**src/rtl/cnn_fmap_window_gen.sv**
```systemverilog
// Streaming KXxKY sliding-window generator: buffers KY-1 lines and emits a
// packed CIxKYxKX window for every pixel that completes a valid neighbourhood.
module cnn_fmap_window_gen #(
  parameter int CI     = 3,
  parameter int KX     = 3,
  parameter int KY     = 3,
  parameter int I_F_BW = 8,
  parameter int IW     = 8,
  parameter int IH     = 8,
  parameter int C_BW   = 4
) (
  input  logic                          clk,
  input  logic                          reset_n,
  input  logic                          i_soft_reset,
  input  logic                          i_in_valid,
  input  logic [CI*I_F_BW-1:0]          i_in_pixel,
  output logic                          o_ot_valid,
  output logic [CI*KX*KY*I_F_BW-1:0]    o_ot_fmap,
  output logic [C_BW-1:0]               o_ot_row,
  output logic [C_BW-1:0]               o_ot_col,
  output logic                          o_frame_done
);

  localparam int PIX_W = CI * I_F_BW;
  localparam int WIN_W = CI * KX * KY * I_F_BW;
  localparam int IDX_W = (IW > 1) ? $clog2(IW) : 1;
  localparam logic [C_BW-1:0] COL_LAST  = C_BW'(IW - 1);
  localparam logic [C_BW-1:0] ROW_LAST  = C_BW'(IH - 1);
  localparam logic [C_BW-1:0] COL_FIRST = C_BW'(KX - 1);
  localparam logic [C_BW-1:0] ROW_FIRST = C_BW'(KY - 1);

  typedef logic [KY-1:0][KX-1:0][PIX_W-1:0] win_t;

  logic [C_BW-1:0]  col;
  logic [C_BW-1:0]  row;
  logic [IDX_W-1:0] idx;
  win_t             win;
  win_t             win_next;
  logic             beat;
  logic             emit;
  logic             last;
  logic [PIX_W-1:0] lb [0:KY-2][0:IW-1];

  // Reorder the window into channel-major (ch, ky, kx) sample order.
  function automatic logic [WIN_W-1:0] pack_window(input win_t w);
    pack_window = '0;
    for (int ch = 0; ch < CI; ch++)
      for (int ky = 0; ky < KY; ky++)
        for (int kx = 0; kx < KX; kx++)
          pack_window[((ch*KY + ky)*KX + kx)*I_F_BW +: I_F_BW] = w[ky][kx][ch*I_F_BW +: I_F_BW];
  endfunction

  assign idx  = col[IDX_W-1:0];
  assign beat = i_in_valid & ~i_soft_reset;
  assign emit = beat && (row >= ROW_FIRST) && (col >= COL_FIRST);
  assign last = (col == COL_LAST) && (row == ROW_LAST);

  always_comb begin
    win_next = win;
    for (int ky = 0; ky < KY; ky++)
      for (int kx = 0; kx < KX - 1; kx++)
        win_next[ky][kx] = win[ky][kx+1];
    for (int ky = 0; ky < KY - 1; ky++)
      win_next[ky][KX-1] = lb[ky][idx];
    win_next[KY-1][KX-1] = i_in_pixel;
  end

  // Stage p0 -> p1: counters, window register and registered window outputs.
  always_ff @(posedge clk or negedge reset_n) begin
    if (!reset_n) begin
      col          <= '0;
      row          <= '0;
      win          <= '0;
      o_ot_valid   <= 1'b0;
      o_frame_done <= 1'b0;
      o_ot_fmap    <= '0;
      o_ot_row     <= '0;
      o_ot_col     <= '0;
    end else if (i_soft_reset) begin
      col          <= '0;
      row          <= '0;
      win          <= '0;
      o_ot_valid   <= 1'b0;
      o_frame_done <= 1'b0;
      o_ot_fmap    <= '0;
      o_ot_row     <= '0;
      o_ot_col     <= '0;
    end else begin
      o_ot_valid   <= emit;
      o_frame_done <= emit && last;
      if (i_in_valid) begin
        win <= win_next;
        if (col == COL_LAST) begin
          col <= '0;
          row <= (row == ROW_LAST) ? '0 : row + 1'b1;
        end else begin
          col <= col + 1'b1;
        end
      end
      if (emit) begin
        o_ot_fmap <= pack_window(win_next);
        o_ot_row  <= row - ROW_FIRST;
        o_ot_col  <= col - COL_FIRST;
      end
    end
  end

  // Line buffers are never cleared; the row counter keeps stale lines out of windows.
  always_ff @(posedge clk) begin
    if (beat) begin
      for (int k = 0; k < KY - 2; k++)
        lb[k][idx] <= lb[k+1][idx];
      lb[KY-2][idx] <= i_in_pixel;
    end
  end

endmodule

```
**config.mk**
```make
export PLATFORM = sky130hd
export DESIGN_NAME = cnn_fmap_window_gen
export DESIGN_NICKNAME = d
export VERILOG_FILES = /design/src/rtl/cnn_fmap_window_gen.sv
export SDC_FILE = /design/constraint.sdc
export NUM_CORES = 1
export LEC_CHECK = 0
export ABC_AREA = 1
export CAP_MARGIN = 20
export CELL_PAD_IN_SITES_DETAIL_PLACEMENT = 1
export CELL_PAD_IN_SITES_GLOBAL_PLACEMENT = 2
export CORE_ASPECT_RATIO = 1.2
export CORE_MARGIN = 3
export CORE_UTILIZATION = 41
export DETAILED_ROUTE_END_ITERATION = 6
export PLACE_DENSITY_LB_ADDON = 0.1
export SETUP_SLACK_MARGIN = 0.15
export SLEW_MARGIN = 5
export SYNTH_ARGS = -nofsm -noshare
export SYNTH_HDL_FRONTEND = slang
export SYNTH_SLANG_ARGS = --single-unit
export TNS_END_PERCENT = 10
```
**constraint.sdc**
```tcl
create_clock -name clk -period 14.32 [get_ports clk]
set_input_delay 2.148 -clock clk [delete_from_list [all_inputs] [get_ports clk]]
set_output_delay 2.148 -clock clk [all_outputs]
set_load 0.005 [all_outputs]
```
==> flow_summary.json, run 1 <==
{
  "synth_edf_count": 384,
  "drive_gt1_share_pct": 5.87,
  "drtIter0Drc": 1736,
  "wl_met1_microns": 42800,
  "synth.area.top_cells": "edfxtp_1, dfrtp_1, nand2_1",
  "insertion_delay_ns": 0.62,
  "synth-main-ff-cell": "edfxtp_1",
  "top_layer_used": "met5",
  "arrival_ns": 5.86,
  "async_flop_share_pct": 49.6,
  "startpoint_type": "primary input",
  "viasPerCell": 5.24,
  "comb_power_share_pct": 7.1,
  "fin_setup_tns_ns": 0,
  "timing.rr.end": "o_ot_fmap[118]$_DFFE_PN0P_",
  "die-height_microns": 304,
  "tightest_slew_ns": 1.15,
  "status": "finished clean",
  "die_area_sq_um": 77500,
  "p_seq_share_pct": 50.7,
  "cts.clk_slew.worst_paths_ns": 0.06,
  "crit_path_end_kind": "flip-flop",
  "grt_pass1_vias": 22418,
  "yosysMostFrequentCell": "nand2_1",
  "yosysTopAreaCell": "edfxtp_1",
  "min_path_cells": 2,
  "cts_setup_buffers": 0,
  "syn_avg_cell_area_sq_um": 10.5,
  "hold_buffers": 0,
  "skew_ns": 0.0240,
  "power_frac_clock_pct": 42.2,
  "internal-power_mw": 3.60,
  "regArea_sq_um": 21000,
  "r2r_setup_slack_ns": 9.77,
  "dr.pass1.iters": 5,
  "portBuffers": 253,
  "grt_overflow": 0,
  "synth_cell_type_count": 30,
  "power.density_nw_per_um2": 131,
  "track_usage_pct": 24.5,
  "via_count": 21401,
  "min_path_type": "flip-flop to flip-flop",
  "area_delta_synth_final_pct": 18.7,
  "drc": 0,
  "rows": 108,
  "switching_share_pct": 23.9,
  "synth_common_cells": "nand2_1, edfxtp_1, dfrtp_1",
  "place_hpwl_microns": 58800,
  "cts.sinks": 762,
  "worst-path-max-fanout": 85,
  "io-pin-count": 254,
  "gp_congestion": 0.809,
  "crit_chain": "clkdlybuf4s50_1 -> buf_4 -> nor2_4 -> nand3_4 -> nand2_4 -> inv_6 -> buf_4 -> buf_4 -> nand2_1 -> nand2_1",
  "r2r-start": "col[0]$_DFFE_PN0P_",
  "wl_met2_microns": 44100,
  "cts_made_buffers": 79,
  "cp_top_family": "buffers and inverters",
  "antenna_found_initial": 3,
  "stdcell_area_sq_um": 36100,
  "dpl_cell_area_sq_um": 33600,
  "grt_setup_unrepaired": "no",
  "seq_area_frac_synth_pct": 69.0,
  "fmax_ghz": 0.188,
  "core_area_sq_um": 72800,
  "multiInputGateArea_sq_um": 7390,
  "fill_cells": 7806,
  "pre_cts_ws_ns": 8.39,
  "max_stage_delay_ns": 0.82,
  "wl_per_cell_microns": 23.1,
  "drv_cap": 0,
  "cts_resized": 0,
  "min_to": "o_ot_fmap[68]$_DFFE_PN0P_",
  "grt_max_degree": 167,
  "nets": 3134,
  "relSlewSlack_pct": 23.1,
  "worstPathRequired_ns": 14.86,
  "die_x_microns": 255,
  "fin_util_pct": 49.6,
  "initial_utilization_pct": 41.7,
  "crit_buf_inv": 5,
  "maxSlewViolCount": 0,
  "fin_crit_sh_pct": 37.1,
  "criticalPathCategory": "primary input to flip-flop",
  "ys_ff_latch": 762,
  "route.met3.wl_microns": 5150,
  "min_from": "o_ot_fmap[68]$_DFFE_PN0P_",
  "setup_violations": 0,
  "worst_ir_drop_vdd_mv": 0.0862,
  "cp_slowest_cell": "buf_4",
  "hold_viol": 0,
  "clockBufferDepth": 3,
  "cts_htree_levels": 3,
  "cts_tree": "built",
  "synth_fp_nets": 2932,
  "worstRegToRegCells": 11,
  "cpMostUsedCell": "buf_4",
  "postRouteAntennaNets": 0,
  "layout_setup_ws_ns": 9.00,
  "grt_pass1_wl_microns": 142000,
  "p_leak_nw": 15.5,
  "p_switching_mw": 1.13,
  "synth_cells": 2893,
  "yosys_warnings": 0,
  "synth_top_cell_area_share_pct": 37.9,
  "fin_crit_ns": 5.32,
  "wl_microns": 94500,
  "syn_area_sq_um": 30400,
  "cts_root_buf": "clkbuf_16"
}
## through the flow
step / power, mW / hold WS (ns) / cells
finish: 4.73 / 0.479 / 4087
global route: 4.91 / 0.506 / 4085
CTS: 4.78 / 0.484 / 4085
detailed placement: 2.78 / 0.469 / 3949
global placement: 2.77 / 0.462 / 3949
floorplan: 2.62 / 0.449 / 2893
## worst max path at each step
stage / startpoint / endpoint / depth (start not counted)
2_1_floorplan: i_soft_reset / lb[0][144]$_DFFE_PP_ / 6
3_3_place_gp: i_soft_reset / o_ot_fmap[186]$_DFFE_PN0P_ / 10
3_5_place_dp: i_soft_reset / o_ot_fmap[54]$_DFFE_PN0P_ / 10
4_1_cts: i_soft_reset / o_ot_fmap[54]$_DFFE_PN0P_ / 10
5_1_grt: i_soft_reset / o_ot_fmap[54]$_DFFE_PN0P_ / 10
6_report: i_soft_reset / o_ot_fmap[118]$_DFFE_PN0P_ / 10
## cells in the final DEF, fill, tap and decap left out, types with 4 or more instances in the layout
cell type and count:
a21oi_1 4, and2_1 24, buf_4 31, clkbuf_1 23, clkbuf_16 83, clkbuf_8 14, clkdlybuf4s50_1 251, clkinv_2 9
dfrtp_1 375, edfxtp_1 384, ha_1 11, inv_1 323, inv_2 6, inv_6 4, nand2_1 774, nand3_1 245
nand4_1 34, nor2_1 189, nor2_4 9, o211ai_1 19, o21ai_0 199, o21ai_1 44, o22ai_1 58, or2_2 11
## flip-flops by register name, indices dropped and copies added, names as in the netlist
register and cells:
o_ot_fmap 216, win 144, o_ot_valid 1, lb 384
o_ot_col 4, o_frame_done 1, row 4, o_ot_row 4
col 4
## tightest hold or removal path, stage by stage (launching register included)
cell,delay [ns]
dfrtp_1,0.34
nand2_1,0.06
nand2_1,0.05
## power by group through the flow
stage          clock network (mW)  logic, mW  registers, mW
2_1_floorplan                   0      0.191           2.43
3_3_place_gp                    0      0.327           2.44
3_5_place_dp                    0      0.335           2.44
4_1_cts                      2.04      0.338           2.40
5_1_grt                      2.14      0.371           2.40
6_report                     1.99      0.334           2.40
## metal layers
layer  global-route usage, %  vias to the layer above
met5                       0                        -
met3                    3.86                      121
li1                        -                     9840
met2                    39.0                      559
met1                    34.8                    10879
met4                    7.20                        2
## cell type report
cell class | instances | area share (%)
Inverter | 331 | 3.46
Timing Repair Buffer | 286 | 7.77
Clock inverter | 16 | 0.357
Multi-Input combinational cell | 1635 | 20.5
Tap cell | 935 | 3.24
Sequential cell | 762 | 58.2
Antenna cell | 2 | 0.0139
Clock buffer | 120 | 6.53
## logic make-up after synthesis
group,share of synthesized area [%]
AO/OA/AOI/OAI,5.76
XOR/XNOR,0.144
adder cells (fa/ha/maj),0.453
buffers and inverters,6.93
flip-flops,69.0
AND/OR/NAND/NOR,17.7
No activity file was read; power rests on OpenSTA's default activity.
==> run 2, diff against run 1 <==
Settings changed: CORE_UTILIZATION 41 to 38.
Clock period 14.32 ns to 5.4 ns, I/O delays scaled along.
==> run 2 against run 1 <==
Count of clock-buffer cells in the layout fell by 10. Wire length rose by 0.62%. Hold slack got worse by 0.28 ns. Setup slack got worse by 7.3 ns. Clock power rose to 2.7 times the previous value. Sequential cell count did not move. Clock skew rose by 0.0016 ns. Critical path depth did not move. Cell area rose by 0.84%.
==> flow_summary.json, run 2 (synthesized netlist as in run 1, its figures left out) <==
{
  "fmax_ghz": 0.273,
  "drtIter0Drc": 1648,
  "wl_microns": 95000,
  "place_hpwl_microns": 60200,
  "hold-worst-slack_ns": 0.195,
  "fin_setup_tns_ns": 0,
  "wl_per_cell_microns": 22.6,
  "cts_htree_levels": 3,
  "multiInputGateArea_sq_um": 7390,
  "antenna_found_initial": 3,
  "cts_setup_buffers": 0,
  "final_cell_mix": "nand2_1, edfxtp_1, dfrtp_1",
  "worstPathRequired_ns": 5.93,
  "drc": 0,
  "die-height_microns": 316,
  "nets": 3137,
  "grt_overflow": 0,
  "regArea_sq_um": 21000,
  "grt_pass1_wl_microns": 143000,
  "stdcell_area_sq_um": 36400,
  "fin_crit_sh_pct": 67.8,
  "p_leak_nw": 15.6,
  "maxSlewViolCount": 0,
  "relSlewSlack_pct": 29.0,
  "top_regs": "lb: 384 flops, o_ot_fmap: 216 flops, win: 144 flops",
  "power.density_nw_per_um2": 349,
  "fill_cells": 8611,
  "fin_crit_ns": 3.66,
  "initial_utilization_pct": 38.4,
  "clockBufferDepth": 3,
  "grtUsageMet2_pct": 36.5,
  "via_count": 21209,
  "antenna_cells": 0,
  "die_area_sq_um": 83400,
  "dp.cells": 4051,
  "criticalPathCategory": "flip-flop to flip-flop",
  "largest_reg_flops": 384,
  "grt_max_degree": 168,
  "dr.pass1.iters": 5,
  "postRouteAntennaNets": 0,
  "rows": 113,
  "hold_buffers": 0,
  "use_met3_pct": 3.74,
  "cts.clk_slew.worst_paths_ns": 0.06,
  "cts_root_buf": "clkbuf_16",
  "insertion_delay_ns": 0.63,
  "max_flop_register": "lb",
  "final_cells": 4198,
  "worst_ir_drop_vdd_mv": 0.174,
  "cts_made_buffers": 80,
  "status": "finished clean",
  "grt_pass1_vias": 21896,
  "die_x_microns": 264,
  "portBuffers": 253,
  "setup_violations": 0,
  "hold_viol": 0,
  "drv_cap": 0,
  "tightest_slew_ns": 1.06,
  "cts_tree": "built",
  "track_usage_pct": 22.7,
  "startpoint_type": "flip-flop",
  "area_delta_synth_final_pct": 19.7,
  "dpl_cell_area_sq_um": 33800,
  "drive_gt1_share_pct": 6.23,
  "grt-busiest-layer": "met2",
  "arrival_ns": 4.19,
  "grt_setup_unrepaired": "no",
  "min_path_type": "primary input to async pin",
  "core_area_sq_um": 79200,
  "worst-path-max-fanout": 85,
  "fin_util_pct": 46.0,
  "layout_commonest_cell": "nand2_1",
  "io-pin-count": 254,
  "skew_ns": 0.0256,
  "gp_congestion": 0.794,
  "viasPerCell": 5.05,
  "grt_use_met1_pct": 32.3,
  "cts_resized": 0,
  "crit_path_end_kind": "flip-flop",
  "cts.sinks": 762
}
==> run 2: per-layer routing <==
metal | wire length [microns] | vias to the layer above
met3 | 4550 | 100
met2 | 44300 | 471
li1 | - | 9845
met1 | 44300 | 10789
met5 | 27 | -
met4 | 1800 | 4
==> run 2: final timing paths <==
check                                          start                        end  slack (ns)  cells after the start
max reg2reg                       col[0]$_DFFE_PN0P_  o_ot_fmap[49]$_DFFE_PN0P_        1.74                     10
max                               col[0]$_DFFE_PN0P_  o_ot_fmap[49]$_DFFE_PN0P_        1.74                     10
min                                          reset_n        win[45]$_DFFE_PN0P_        0.20                      1
min in group clk           o_ot_fmap[66]$_DFFE_PN0P_  o_ot_fmap[66]$_DFFE_PN0P_        0.47                      2
max in group asynchronous                    reset_n       win[194]$_DFFE_PN0P_        3.98                      2
min reg2reg                o_ot_fmap[66]$_DFFE_PN0P_  o_ot_fmap[66]$_DFFE_PN0P_        0.47                      2
==> run 2: area by class of cell <==
cell class / count / area share (%)
inverters: 331 / 3.43
well taps: 1035 / 3.56
repair buffers: 288 / 7.92
clock buffers: 110 / 6.29
flip-flops and latches: 762 / 57.7
clock inverters: 37 / 0.811
multi-input cells: 1635 / 20.3
==> run 2: worst max-delay path: stages (launching register included) <==
cell and delay (ns):
dfrtp_4 0.85, inv_4 0.46, ha_1 0.35, inv_1 0.09, nand3_2 0.10, nand3_4 0.31, nand2_4 0.15, inv_6 0.55
buf_12 0.38, nand2_1 0.09, o21ai_0 0.09
==> run 2: per-stage QoR <==
| step | total power [mW] | setup WS, ns |
|---|---|---|
| 2_1_floorplan | 6.94 | 0.131 |
| 3_3_place_gp | 7.36 | 1.77 |
| 3_5_place_dp | 7.38 | 1.71 |
| 4_1_cts | 12.8 | 1.68 |
| 5_1_grt | 13.2 | 1.35 |
| 6_report | 12.7 | 1.74 |
==> run 2: power by group <==
| group | switching, mW | internal [mW] |
|---|---|---|
| sequential | 0.0710 | 6.29 |
| combinational | 0.695 | 0.205 |
| clock | 2.27 | 3.16 |
| total | 3.04 | 9.65 |
==> run 3, diff against run 2 <==
Settings changed: CORE_UTILIZATION 38 to 34.
Clock period 5.4 ns to 3 ns, I/O delays scaled along.
==> run 3 against run 2 <==
Die area rose by 12%. Total power rose by 85%. Global-route usage fell by 1.5 points. Sequential cell count did not move. Register-to-register slack got worse by 1.1 ns. Via count rose by 0.85%. Critical path type unchanged. Largest cell class unchanged. Highest routed layer unchanged.
==> flow_summary.json, run 3 (synthesized netlist as in run 1, its figures left out) <==
{
  "fin_crit_ns": 2.35,
  "drive_gt1_share_pct": 7.32,
  "viasPerCell": 4.92,
  "switching_share_pct": 23.5,
  "r2r_setup_slack_ns": 0.65,
  "maxSlewViolCount": 0,
  "cpMostUsedCell": "nand3_1",
  "p_seq_share_pct": 48.6,
  "grt_pass1_wl_microns": 148000,
  "p_total_mw": 23.5,
  "min_path_type": "primary input to async pin",
  "fin_crit_sh_pct": 78.5,
  "top_regs": "lb: 384 flops, o_ot_fmap: 216 flops, win: 144 flops",
  "drc": 0,
  "criticalPathCategory": "flip-flop to flip-flop",
  "setup_violations": 0,
  "relSlewSlack_pct": 42.6,
  "multiInputGateArea_sq_um": 7400,
  "dpl_cell_area_sq_um": 34600,
  "track_usage_pct": 21.2,
  "tightest_slew_ns": 0.861,
  "rows": 119,
  "antenna_found_initial": 8,
  "r2r-start": "col[1]$_DFFE_PN0P_",
  "grt_setup_unrepaired": "no",
  "arrival_ns": 2.76,
  "io-pin-count": 254,
  "dr.pass1.iters": 7,
  "power.density_nw_per_um2": 630,
  "fill_cells": 9554,
  "portBuffers": 253,
  "grt_max_degree": 114,
  "gp_congestion": 0.786,
  "initial_utilization_pct": 34.5,
  "timing.rr.end": "lb[0][47]$_DFFE_PP_",
  "status": "finished clean",
  "route.met3.wl_microns": 4690,
  "postRouteAntennaNets": 0,
  "cts_resized": 0,
  "fin_util_pct": 42.3,
  "worst_ir_drop_vdd_mv": 0.379,
  "worstRegToRegCells": 5,
  "final_cell_mix": "nand2_1, edfxtp_1, dfrtp_1",
  "cts_htree_levels": 3,
  "grt_overflow": 0,
  "wl_per_cell_microns": 22.6,
  "cts_made_buffers": 80,
  "skew_ns": 0.0243,
  "drv_cap": 0,
  "insertion_delay_ns": 0.63,
  "top_layer_used": "met5",
  "wl_met2_microns": 46100,
  "p_leak_nw": 15.9,
  "nets": 3173,
  "crit_path_end_kind": "flip-flop",
  "cts_tree": "built",
  "drtIter0Drc": 1568,
  "wl_met1_microns": 45600,
  "cp_slowest_cell": "buf_4",
  "internal-power_mw": 18.0,
  "via_count": 21389,
  "max_stage_delay_ns": 0.54,
  "cts_root_buf": "clkbuf_16",
  "cts.clk_slew.worst_paths_ns": 0.06,
  "hold_viol": 0,
  "area_delta_synth_final_pct": 22.8,
  "fin_setup_tns_ns": 0,
  "regArea_sq_um": 21000,
  "core_area_sq_um": 88100,
  "clockBufferDepth": 3,
  "max_flop_register": "lb",
  "comb_power_share_pct": 7.4,
  "die-height_microns": 334,
  "die_x_microns": 279,
  "cts.sinks": 762,
  "worstPathRequired_ns": 3.41,
  "crit_buf_inv": 2,
  "worst-path-max-fanout": 34,
  "layout_commonest_cell": "nand2_1",
  "p_switching_mw": 5.52,
  "wl_microns": 98300,
  "grt_pass1_vias": 22210,
  "cp_top_family": "buffers and inverters",
  "fmax_ghz": 0.425,
  "crit_chain": "inv_2 -> buf_4 -> nand3_1 -> nand3_1 -> and2_1",
  "largest_reg_flops": 384,
  "startpoint_type": "flip-flop",
  "stdcell_area_sq_um": 37300,
  "place_hpwl_microns": 64100,
  "power_frac_clock_pct": 44.0,
  "die_area_sq_um": 93100
}
run 3: cell count changes in the layout (fill, tap and decap cells not counted), sizes merged:
| cell | change |
|---|---|
| clkinv | -17 |
| diode | +2 |
| inv | +1 |
| dlygate4sd3 | +1 |
| bufinv | +3 |
| clkbuf | +12 |
| buf | +35 |
run 3: routing by layer:
metal	vias to the layer above	global-route usage [%]
li1	9941	-
met1	10853	29.9
met5	-	0
met2	473	34.4
met4	6	4.78
met3	116	3.40
run 3: worst max path at each step:
stage,startpoint,end,slack (ns),cells after the start
global route,col[1]$_DFFE_PN0P_,lb[0][47]$_DFFE_PP_,0.49,5
finish,col[1]$_DFFE_PN0P_,lb[0][47]$_DFFE_PP_,0.65,5
floorplan,i_soft_reset,lb[0][0]$_DFFE_PP_,0.01,7
CTS,col[1]$_DFFE_PN0P_,lb[0][47]$_DFFE_PP_,0.62,5
detailed placement,i_soft_reset,o_ot_fmap[170]$_DFFE_PN0P_,0.53,9
global placement,i_soft_reset,col[2]$_DFFE_PN0P_,0.58,5
run 3: cell type report:
| class | instances | share of cell area (%) |
|---|---|---|
| inverter | 331 | 3.35 |
| multi-input combinational | 1635 | 19.8 |
| tap | 1149 | 3.85 |
| clock inverter | 24 | 0.815 |
| timing repair buffer | 324 | 9.33 |
| antenna | 2 | 0.0134 |
| clock buffer | 122 | 6.55 |
| sequential | 762 | 56.3 |
run 3: what timing repair did:
action / 4_1_cts / 5_1_grt
endpoints found under the setup margin: 0 / 0
setup buffers: 0 / 0
endpoints found under the hold margin: 59 / 0
hold buffers: 1 / 0
run 3: power by group through the flow:
stage / Sequential [mW] / Clock (mW) / Combinational (mW)
2_1_floorplan: 11.6 / 0 / 0.919
3_3_place_gp: 11.6 / 0 / 1.73
3_5_place_dp: 11.6 / 0 / 1.76
4_1_cts: 11.4 / 10.6 / 1.77
5_1_grt: 11.4 / 11.1 / 1.93
6_report: 11.4 / 10.3 / 1.73
run 3: through the flow:
step / cells / hold WS (ns) / worst slack, ns
after CTS: 4347 / 0.402 / 0.625
final: 4349 / 0.400 / 0.645
after global placement: 4200 / 0.462 / 0.581
after detailed placement: 4200 / 0.467 / 0.530
after floorplan: 2893 / 0.154 / 0.0122
after global routing: 4347 / 0.431 / 0.487
